File: src/rtl/k_fifo_pkg_t1.sv
// Shared Gray/binary helpers and defaults for the FIFO write- and read-side pointer controllers.
package k_fifo_pkg_t1;

  localparam int unsigned ADDR_SIZE_DEFAULT = 4;
  // Widest pointer supported (addr_size up to 12, plus the wrap bit).
  localparam int unsigned PTR_W_MAX = 13;

  function automatic logic [PTR_W_MAX-1:0] bin2gray(input logic [PTR_W_MAX-1:0] b);
    return b ^ (b >> 1);
  endfunction

  // Prefix XOR from the MSB, done in log2 steps; zero-extended inputs convert correctly.
  function automatic logic [PTR_W_MAX-1:0] gray2bin(input logic [PTR_W_MAX-1:0] g);
    logic [PTR_W_MAX-1:0] b;
    b = g;
    for (int unsigned s = 1; s < PTR_W_MAX; s = s << 1) begin
      b = b ^ (b >> s);
    end
    return b;
  endfunction

endpackage

File: src/rtl/k_gray2bin_t1.sv
// Combinational Gray-to-binary converter of parameterized width.
module k_gray2bin_t1
  import k_fifo_pkg_t1::*;
#(
  parameter int unsigned width = ADDR_SIZE_DEFAULT + 1
) (
  input  logic [width-1:0] gray_i,
  output logic [width-1:0] bin_o
);

  assign bin_o = width'(gray2bin(PTR_W_MAX'(gray_i)));

endmodule

File: src/rtl/k_wptr_full_ctrl_t1.sv
// Write-side FIFO pointer controller: binary/Gray write pointer, full, almost-full,
// occupancy level and sticky overflow, all in the wclk domain.
module k_wptr_full_ctrl_t1
  import k_fifo_pkg_t1::*;
#(
  parameter int unsigned addr_size    = ADDR_SIZE_DEFAULT,
  parameter int unsigned afull_margin = 2
) (
  input  logic                 wclk,
  input  logic                 wrst,
  input  logic                 winc,
  input  logic [addr_size:0]   wq2_rptr,
  input  logic                 clr_ovf,
  output logic                 wen,
  output logic [addr_size-1:0] waddr,
  output logic [addr_size:0]   wptr,
  output logic                 wfull,
  output logic                 walmost_full,
  output logic [addr_size:0]   wlevel,
  output logic                 woverflow
);

  localparam int unsigned PW  = addr_size + 1;
  localparam int unsigned LEN = 1 << addr_size;

  logic [PW-1:0] wbin_q, wbin_d;
  logic [PW-1:0] wptr_q, wgray_d;
  logic [PW-1:0] wlevel_q, wlevel_d;
  logic [PW-1:0] rbin;
  logic [PW-1:0] full_cmp;
  logic [PW:0]   free_d;
  logic          wfull_q, wfull_d;
  logic          wafull_q, wafull_d;
  logic          wovf_q, wovf_d;
  logic          acc;

  k_gray2bin_t1 #(.width(PW)) u_rptr_g2b (
    .gray_i (wq2_rptr),
    .bin_o  (rbin)
  );

  always_comb begin
    acc      = winc & ~wfull_q & ~wrst;
    wbin_d   = wbin_q + PW'(acc);
    wgray_d  = PW'(bin2gray(PTR_W_MAX'(wbin_d)));
    // Full when the next write pointer is exactly one lap ahead of the read pointer.
    full_cmp = {~wq2_rptr[addr_size -: 2], wq2_rptr[addr_size-2:0]};
    wfull_d  = (wgray_d == full_cmp);
    wlevel_d = wbin_d - rbin;
    free_d   = (PW+1)'(LEN) - {1'b0, wlevel_d};
    wafull_d = (free_d <= (PW+1)'(afull_margin));
    wovf_d   = (winc & wfull_q) | (wovf_q & ~clr_ovf);
  end

  always_ff @(posedge wclk) begin
    if (wrst) begin
      wbin_q   <= '0;
      wptr_q   <= '0;
      wfull_q  <= 1'b0;
      wafull_q <= 1'b0;
      wlevel_q <= '0;
      wovf_q   <= 1'b0;
    end else begin
      wbin_q   <= wbin_d;
      wptr_q   <= wgray_d;
      wfull_q  <= wfull_d;
      wafull_q <= wafull_d;
      wlevel_q <= wlevel_d;
      wovf_q   <= wovf_d;
    end
  end

  assign wen          = acc;
  assign waddr        = wbin_q[addr_size-1:0];
  assign wptr         = wptr_q;
  assign wfull        = wfull_q;
  assign walmost_full = wafull_q;
  assign wlevel       = wlevel_q;
  assign woverflow    = wovf_q;

endmodule

File: config.mk
export PLATFORM = sky130hd
export DESIGN_NAME = k_wptr_full_ctrl_t1
export DESIGN_NICKNAME = d
export VERILOG_FILES = /design/src/rtl/k_fifo_pkg_t1.sv /design/src/rtl/k_gray2bin_t1.sv /design/src/rtl/k_wptr_full_ctrl_t1.sv
export SDC_FILE = /design/constraint.sdc
export NUM_CORES = 1
export LEC_CHECK = 0
export CORE_UTILIZATION = 29
export DETAILED_ROUTE_END_ITERATION = 10
export GPL_TIMING_DRIVEN = 0
export PLACE_DENSITY = 0.64
export SETUP_SLACK_MARGIN = 0.02
export SLEW_MARGIN = 10
export SYNTH_ARGS = -nofsm -noshare
export SYNTH_HDL_FRONTEND = slang
export SYNTH_SLANG_ARGS = --single-unit
File: constraint.sdc
create_clock -name wclk -period 3.4 [get_ports wclk]
set_input_delay 0.51 -clock wclk [delete_from_list [all_inputs] [get_ports wclk]]
set_output_delay 0.51 -clock wclk [all_outputs]
set_load 0.1 [all_outputs]
==> impl_metrics.py, run 1 <==
metrics = {
    "yosys": {
        "synth.top_cell.area_share_pct": 31.7,
        "syn_nets": 130,
        "netlist_instances": 112,
        "yosys.area.top_type": "dfxtp_1",
        "synth_area_leaders": "dfxtp_1 (32%), xnor2_1 (11%), ha_1 (10%)",
        "ys.warnings.count": 0,
        "yosysMostFrequentCell": "dfxtp_1",
        "synth_edf_count": 0,
        "synth_cell_type_count": 34,
        "synth_area_um2": 1070,
        "syn_area_per_cell_um2": 9.60,
        "ys_seq_area_share_pct": 31.7,
        "ys_ff_latch": 17,
        "synth_commonest_cells": "dfxtp_1 (17), nor2_1 (14), xnor2_1 (14), ha_1 (9), inv_1 (8)",
        "ys.flop_type": "dfxtp_1",
        "synthArstFlopShare_pct": 0,
    },
    "worst_setup_path": {
        "crit_family": "XOR/XNOR gates",
        "cp.required_ns": 3.57,
        "critPathArrivalTime_ns": 3.38,
        "cp-end-kind": "register",
        "critPathKind": "in2reg",
        "path_max_fanout": 6,
        "crit_top_cell": "inv_1",
        "cpPeakStageDelay_ns": 0.54,
        "critPathLaunchType": "input pin",
        "path_cells": "clkdlybuf4s50_1, xor3_2, xnor2_4, xnor2_2, ha_2, inv_1, ha_4, inv_1, ha_1, a21oi_2, and4_1, nand3_1, o211ai_1",
        "path_buf_inv": 3,
        "worst_path_max_delay_cell": "xor3_2",
    },
    "cells_and_area": {
        "synthToLayoutAreaGrowth_pct": 46.1,
        "nets": 163,
        "multi_input_area_um2": 802,
        "regArea_um2": 342,
        "fillers": 330,
        "utilization_pct": 45.6,
        "antennaDiodeCount": 0,
        "drive_gt1_share_pct": 19.4,
    },
    "global_route": {
        "grt_pass1_wl_um": 3930,
        "grtUsageMet3_pct": 2.37,
        "grtUsageTotal_pct": 12.5,
        "met2_usage_pct": 21.6,
        "grt-ovfl-total": 0,
        "antenna_found_initial": 0,
        "first_global_vias": 925,
        "top_usage_layer": "met2",
        "grtUsageMet1_pct": 14.7,
        "grt_max_degree": 11,
    },
    "timing": {
        "finalHoldViolations": 0,
        "slew_headroom_pct": 34.2,
        "worst_hold_slack_ns": 0.477,
        "period_needed_ns": 3.21,
        "worst_pin_slew_ns": 0.984,
        "setup_viol": 0,
        "layout_setup_ws_ns": 0.186,
        "skew_ns": 0.00284,
        "slew_violations": 0,
        "grt_setup_unrepaired": "no",
        "max_freq_ghz": 0.311,
        "timing.final.crit_share_pct": 94.5,
    },
    "detailed_routing": {
        "vias_per_cell": 4.81,
        "drt_iter0_markers": 17,
        "routed_wl_um": 2290,
        "vias": 914,
        "drc": 0,
        "first_pass_iters": 4,
        "ant_nets": 0,
        "wl_per_cell_um": 12.1,
    },
    "job": {
        "drv_cap": 0,
    },
    "min_path": {
        "hp-class": "reg2reg",
    },
    "clock_tree": {
        "hold_buffers": 0,
        "cts_buffer_depth": 2,
        "htree_levels": 1,
        "insertion_delay_ns": 0.25,
        "clock_sinks": 17,
        "cts-root-buf": "clkbuf_8",
        "clk_pin_slew_ns": 0.06,
        "cts_tree": "yes",
        "cts_buffers": 3,
    },
    "die": {
        "std_cell_rows": 21,
        "die_x_um": 62.9,
        "io_pins": 27,
        "die_area_um2": 3950,
        "start_util_pct": 31.2,
        "core_um2": 3440,
        "dieHeight_um": 62.9,
    },
    "pwr": {
        "ir_drop_mv": 0.140,
        "power.total_mw": 0.778,
        "p_leak_nw": 0.635,
        "p_per_area_nw_per_um2": 495,
    },
    "placed_design": {
        "hpwlAfterDp_um": 1800,
        "post-place-ws_ns": -0.369,
        "port_buffers": 25,
        "routabilityCongestion": 0.858,
    },
    "outcome": {
        "outcome": "complete, no violations",
    },
}
stage by stage:
step / area [um2] / instances / setup TNS, ns
finish: 1570 / 190 / 0
global route: 1570 / 190 / 0
CTS: 1510 / 187 / 0
detailed placement: 1450 / 183 / -0.537
global placement: 1450 / 183 / -0.429
floorplan: 1150 / 112 / -0.386
cells in the final DEF (no fill, tap or decap), types with 3 or more instances in the layout:
cell type         n
a21oi_1           3
buf_4             3
clkbuf_8          4
clkdlybuf4s50_1  24
dfxtp_1          16
ha_1              4
ha_2              3
inv_1             6
nand2b_1          3
nand3_1           3
nor2_1           14
nor3_1            3
xnor2_1          12
logic make-up (layout without fill, tap and decap cells):
group                      Yosys count  after routing  share of synthesized area, %
buffers and inverters               10             42                          3.49
xor gates and xnor gates            22             22                          24.4
DFF                                 17             17                          31.7
muxes                                1              1                          1.05
AOI/OAI and AO/OA                   12             12                          8.03
adders and majority gates            9              9                          10.5
and+or+nand+nor                     41             41                          20.8
repair_timing:
action | CTS | global route
buffers inserted | 0 | 3
endpoints found under the setup margin | 1 | 1
resized for setup | 1 | 6
pin swaps | 1 | 5
where the power goes:
group	internal, mW	switching, mW	total [mW]
sequential	0.218	0.00630	0.224
combinational	0.145	0.261	0.406
clock	0.0811	0.0669	0.148
total	0.443	0.334	0.778
metal layers:
metal	up-vias	wire length [um]
li1	458	-
met1	431	1010
met2	23	1170
met3	2	88
met4	0	25
met5	-	0
worst reg2reg max path: cells and delay by family, from the launching register on:
| kind | cells | cell delay (ns) |
|---|---|---|
| fa+ha+maj | 3 | 0.78 |
| simple gates | 2 | 0.58 |
| compound gates | 4 | 0.49 |
| flops | 1 | 0.34 |
| xor+xnor | 1 | 0.21 |
| buf+inv | 1 | 0.13 |
flip-flops by register name, indices dropped and copies added (netlist names):
name and count:
woverflow 1, wptr 4, wfull 1, walmost_full 1
wlevel 5, wbin_q 5
final timing paths:
kind                                                 to  depth (start not counted)  slack, ns            startpoint
worst max-delay path            walmost_full$_SDFF_PP0_                         13       0.19           wq2_rptr[2]
worst min-delay path               woverflow$_SDFF_PP0_                          2       0.48  woverflow$_SDFF_PP0_
worst max register to register  walmost_full$_SDFF_PP0_                         11       0.76      wfull$_SDFF_PP0_
worst min register to register     woverflow$_SDFF_PP0_                          2       0.48  woverflow$_SDFF_PP0_
final cells by class:
type / count / area share (%)
clock buffer: 3 / 2.63
multi-input combinational: 85 / 51.1
sequential: 17 / 21.8
timing repair buffer: 28 / 17.5
inverter: 8 / 1.91
tap: 46 / 3.67
clock inverter: 1 / 0.319
buffer: 2 / 1.12
Note: power is estimated with default switching activity, not from simulation.
==> inputs of run 2 (changes only) <==
--- a/config.mk
+++ b/config.mk
@@ -5,10 +5,11 @@
 export SDC_FILE = /design/constraint.sdc
 export NUM_CORES = 1
 export LEC_CHECK = 0
-export CORE_UTILIZATION = 29
+export CORE_UTILIZATION = 48
 export DETAILED_ROUTE_END_ITERATION = 10
 export GPL_TIMING_DRIVEN = 0
-export PLACE_DENSITY = 0.64
+export PLACE_DENSITY = 0.9
+export RECOVER_POWER = 50
 export SETUP_SLACK_MARGIN = 0.02
 export SLEW_MARGIN = 10
 export SYNTH_ARGS = -nofsm -noshare
==> impl_metrics.py, run 2 (synthesis results as in run 1) <==
metrics = {
    "cells_and_area": {
        "synthToLayoutAreaGrowth_pct": 38.9,
        "drive_gt1_share_pct": 14.0,
        "utilization_pct": 73.1,
        "antennaDiodeCount": 0,
        "nets": 162,
        "postLayoutCellArea_um2": 1490,
        "layout_common_cells": "clkdlybuf4s50_1 (16), dfxtp_1 (16), nor2_1 (14)",
    },
    "placed_design": {
        "post-place-ws_ns": -0.363,
        "port_buffers": 25,
        "routabilityCongestion": 0.837,
        "place_area_um2": 1430,
        "hpwlAfterDp_um": 1790,
    },
    "global_route": {
        "first_global_vias": 868,
        "grt_max_degree": 11,
        "antenna_found_initial": 0,
        "grtUsageTotal_pct": 19.9,
        "grt-ovfl-total": 0,
        "grt_pass1_wl_um": 3690,
    },
    "detailed_routing": {
        "drt_iter0_markers": 19,
        "wl_per_cell_um": 13.6,
        "drc": 0,
        "ant_nets": 0,
        "vias_per_cell": 5.39,
        "vias": 916,
        "first_pass_iters": 4,
        "routed_wl_um": 2310,
    },
    "worst_setup_path": {
        "path_max_fanout": 5,
        "crit_start": "winc",
        "critPathKind": "in2reg",
        "cp-end-kind": "register",
        "critPathArrivalTime_ns": 3.37,
        "cp.required_ns": 3.57,
        "reg2reg_from": "wfull$_SDFF_PP0_",
        "critPathLaunchType": "input pin",
    },
    "die": {
        "io_pins": 27,
        "start_util_pct": 52.6,
        "dieHeight_um": 49.3,
        "std_cell_rows": 16,
        "die_area_um2": 2430,
        "die_x_um": 49.3,
        "core_um2": 2040,
    },
    "timing": {
        "grt_setup_unrepaired": "no",
        "finalSetupTns_ns": 0,
        "worst_pin_slew_ns": 0.976,
        "layout_setup_ws_ns": 0.195,
        "skew_ns": 0.000537,
        "worst_hold_slack_ns": 0.461,
        "period_needed_ns": 3.21,
        "max_freq_ghz": 0.312,
        "slew_violations": 0,
        "finalHoldViolations": 0,
        "slew_headroom_pct": 34.7,
        "setup_viol": 0,
        "timing.final.crit_share_pct": 94.3,
    },
    "outcome": {
        "outcome": "complete, no violations",
    },
    "clock_tree": {
        "hold_buffers": 0,
        "cts_buffers": 3,
        "cts-root-buf": "clkbuf_4",
        "clk_pin_slew_ns": 0.09,
        "cts_tree": "yes",
        "insertion_delay_ns": 0.28,
        "htree_levels": 1,
        "cts_buffer_depth": 2,
        "clock_sinks": 17,
    },
    "job": {
        "drv_cap": 0,
    },
    "pwr": {
        "p_leak_nw": 0.645,
        "p_per_area_nw_per_um2": 479,
        "ir_drop_mv": 0.631,
    },
    "min_path": {
        "hp-class": "in2reg",
        "hold_start": "wrst",
    },
}
==> run 2: cell count changes in the layout (fill, tap and decap cells not counted), sizes merged <==
| cell | before | now |
|---|---|---|
| clkbuf | 5 | 6 |
| buf | 3 | 2 |
| dlymetal6s2s | 1 | 2 |
| clkdlybuf4s50 | 24 | 16 |
| dlygate4sd3 | 0 | 7 |
| clkinv | 1 | 0 |
==> run 2: where the power goes <==
group | leakage, nW | total (mW) | internal [mW] | switching [mW]
sequential | 0.139 | 0.224 | 0.217 | 0.00648
clock | 0.0150 | 0.104 | 0.0456 | 0.0584
combinational | 0.491 | 0.388 | 0.128 | 0.259
==> run 2: worst paths after layout <==
check,slack (ns),end,depth (start not counted)
hold / removal,0.46,woverflow$_SDFF_PP0_,2
setup reg to reg,0.71,walmost_full$_SDFF_PP0_,12
hold reg to reg,0.48,woverflow$_SDFF_PP0_,2
setup / recovery,0.19,walmost_full$_SDFF_PP0_,12
==> run 2: worst max-delay path, cell delays in order <==
cell           delay [ns]
dlygate4sd3_1        0.57
nor3b_4              0.17
ha_1                 0.20
ha_1                 0.25
xnor2_2              0.32
inv_2                0.13
ha_1                 0.34
o21ai_1              0.09
a41o_1               0.22
or3_1                0.37
o2111ai_1            0.09
o211ai_1             0.11
==> run 2: layer usage <==
layer  routed length [um]  up-vias  track usage [%]
met2                 1270       24             37.9
met1                  937      436             22.3
li1                     -      456                -
met4                    0        0             1.96
met5                    0        -                0
met3                   99        0             5.61
==> run 2: through the flow <==
stage / power (mW) / instances
global route: 0.760 / 170
detailed placement: 0.599 / 164
CTS: 0.705 / 168
global placement: 0.588 / 164
floorplan: 0.518 / 112
finish: 0.716 / 170
==> run 2: what timing repair did <==
item	CTS	global route
setup buffers	0	2
setup endpoints to repair	1	1
gates resized for setup	1	4
pin swaps	1	2
==> run 2: cell type report <==
| type | instances | area, um2 |
|---|---|---|
| Fill cell | 163 | 549 |
| Tap cell | 27 | 33.8 |
| Sequential cell | 17 | 342 |
| Clock buffer | 4 | 26.3 |
| Buffer | 2 | 17.5 |
| Inverter | 8 | 30.0 |
| Timing Repair Buffer | 27 | 270 |
| Multi-Input combinational cell | 85 | 773 |
==> inputs of run 3 (changes only) <==
--- a/config.mk
+++ b/config.mk
@@ -9,7 +9,6 @@
 export DETAILED_ROUTE_END_ITERATION = 10
 export GPL_TIMING_DRIVEN = 0
 export PLACE_DENSITY = 0.9
-export RECOVER_POWER = 50
 export SETUP_SLACK_MARGIN = 0.02
 export SLEW_MARGIN = 10
 export SYNTH_ARGS = -nofsm -noshare
==> constraint.sdc (replaced) <==
create_clock -name wclk -period 3.4 [get_ports wclk]
set_input_delay 0.34 -clock wclk [delete_from_list [all_inputs] [get_ports wclk]]
set_output_delay 0.34 -clock wclk [all_outputs]
set_load 0.1 [all_outputs]
==> impl_metrics.py, run 3 (synthesis results as in run 1) <==
metrics = {
    "global_route": {
        "grt_max_degree": 11,
        "grt_pass1_wl_um": 3720,
        "first_global_vias": 892,
        "grt-ovfl-total": 0,
        "antenna_found_initial": 0,
        "grtUsageTotal_pct": 20.0,
    },
    "worst_setup_path": {
        "critPathArrivalTime_ns": 3.33,
        "cp-end-kind": "register",
        "critPathKind": "in2reg",
        "critPathLaunchType": "input pin",
        "path_max_fanout": 7,
        "cp.required_ns": 3.62,
    },
    "die": {
        "core_um2": 2040,
        "die_x_um": 49.3,
        "die_area_um2": 2430,
        "io_pins": 27,
        "start_util_pct": 52.6,
        "std_cell_rows": 16,
        "dieHeight_um": 49.3,
    },
    "pwr": {
        "p_leak_nw": 0.600,
        "power.total_mw": 0.701,
        "ir_drop_mv": 0.489,
        "p_per_area_nw_per_um2": 478,
    },
    "clock_tree": {
        "post-cts-setup-buffer-count": 0,
        "cts_buffer_depth": 2,
        "cts-root-buf": "clkbuf_4",
        "cts_tree": "yes",
        "insertion_delay_ns": 0.29,
        "clock_sinks": 17,
        "htree_levels": 1,
        "clk_pin_slew_ns": 0.10,
        "cts_buffers": 3,
    },
    "cells_and_area": {
        "synthToLayoutAreaGrowth_pct": 36.6,
        "fillers": 167,
        "layout_common_cells": "clkdlybuf4s50_1 (25), dfxtp_1 (16), nor2_1 (14)",
        "antennaDiodeCount": 0,
        "final_common_cell": "clkdlybuf4s50_1",
        "drive_gt1_share_pct": 14.2,
        "nets": 160,
    },
    "detailed_routing": {
        "drt_iter0_markers": 14,
        "routed_wl_um": 2220,
        "drc": 0,
        "vias_per_cell": 5.27,
        "ant_nets": 0,
        "first_pass_iters": 4,
        "wl_per_cell_um": 13.2,
        "vias": 886,
    },
    "outcome": {
        "outcome": "complete, no violations",
    },
    "timing": {
        "max_freq_ghz": 0.322,
        "finalHoldViolations": 0,
        "grt_setup_unrepaired": "no",
        "slew_headroom_pct": 34.6,
        "slew_violations": 0,
        "skew_ns": 0.00829,
        "setup_viol": 0,
        "worst_hold_slack_ns": 0.280,
        "timing.final.crit_share_pct": 91.3,
        "period_needed_ns": 3.11,
        "worst_pin_slew_ns": 0.977,
    },
    "min_path": {
        "hp-class": "in2reg",
    },
    "placed_design": {
        "hpwlAfterDp_um": 1830,
        "port_buffers": 25,
        "routabilityCongestion": 0.833,
    },
    "job": {
        "drv_cap": 0,
    },
}
[run 3: cell types whose count changed in the layout (fill, tap and decap cells not counted), moves of 2 or more]
| cell | before | now |
|---|---|---|
| clkdlybuf4s50_1 | 16 | 25 |
| dlygate4sd3_1 | 7 | 0 |
| buf_4 | 2 | 0 |
| dlymetal6s2s_1 | 2 | 0 |
| ha_1 | 8 | 6 |
| ha_2 | 0 | 2 |
[run 3: worst max-delay path, cell delays in order]
cell,delay (ns)
clkdlybuf4s50_1,0.56
xor3_2,0.47
xnor2_2,0.25
xnor2_1,0.15
ha_1,0.16
inv_1,0.07
ha_1,0.31
inv_1,0.09
ha_1,0.30
a21oi_1,0.19
and4_1,0.21
nand3_1,0.07
o211ai_1,0.16
[run 3: metal layers]
metal  global-route usage [%]  up-vias  wire (um)
li1                         -      450          -
met1                     20.4      405        907
met2                     40.0       29       1200
met3                     5.92        2        104
met4                     2.45        0          8
met5                        0        -          0
[run 3: final timing paths]
kind	slack, ns	from	cells after the start	end
setup / recovery	0.29	wq2_rptr[3]	13	walmost_full$_SDFF_PP0_
hold / removal	0.28	wrst	2	woverflow$_SDFF_PP0_
setup reg to reg	0.65	wfull$_SDFF_PP0_	11	walmost_full$_SDFF_PP0_
hold reg to reg	0.49	woverflow$_SDFF_PP0_	2	woverflow$_SDFF_PP0_
[run 3: repair_timing]
| item | CTS | global route |
|---|---|---|
| hold buffers | 0 | 0 |
| resized for setup | 0 | 1 |
| endpoints found under the setup margin | 0 | 1 |
[run 3: where the power goes]
group	leakage, nW	internal (mW)	switching [mW]
sequential	0.140	0.217	0.00684
combinational	0.443	0.123	0.250
clock	0.0177	0.0437	0.0609
[run 3: cell type report]
class                           count  area [um2]  area share [%]
Buffer                              2        17.5            1.19
Clock buffer                        3        22.5            1.53
Sequential cell                    17         344            23.4
Timing Repair Buffer               25         250            17.1
Clock inverter                      1        5.00           0.341
Tap cell                           27        33.8            2.30
Multi-Input combinational cell     85         764            52.1
Inverter                            8        30.0            2.05
[run 3: stage by stage]
stage | util (%) | setup WS (ns) | instances | setup TNS, ns | cell area (um2)
6_report | 71.9 | 0.295 | 168 | 0 | 1470
3_5_place_dp | 70.2 | -0.179 | 164 | -0.179 | 1430
3_3_place_gp | 70.2 | -0.116 | 164 | -0.116 | 1430
4_1_cts | 71.5 | 0.116 | 168 | 0 | 1460
2_1_floorplan | - | -0.131 | 112 | -0.131 | 1150
5_1_grt | 71.9 | 0.0964 | 168 | 0 | 1470
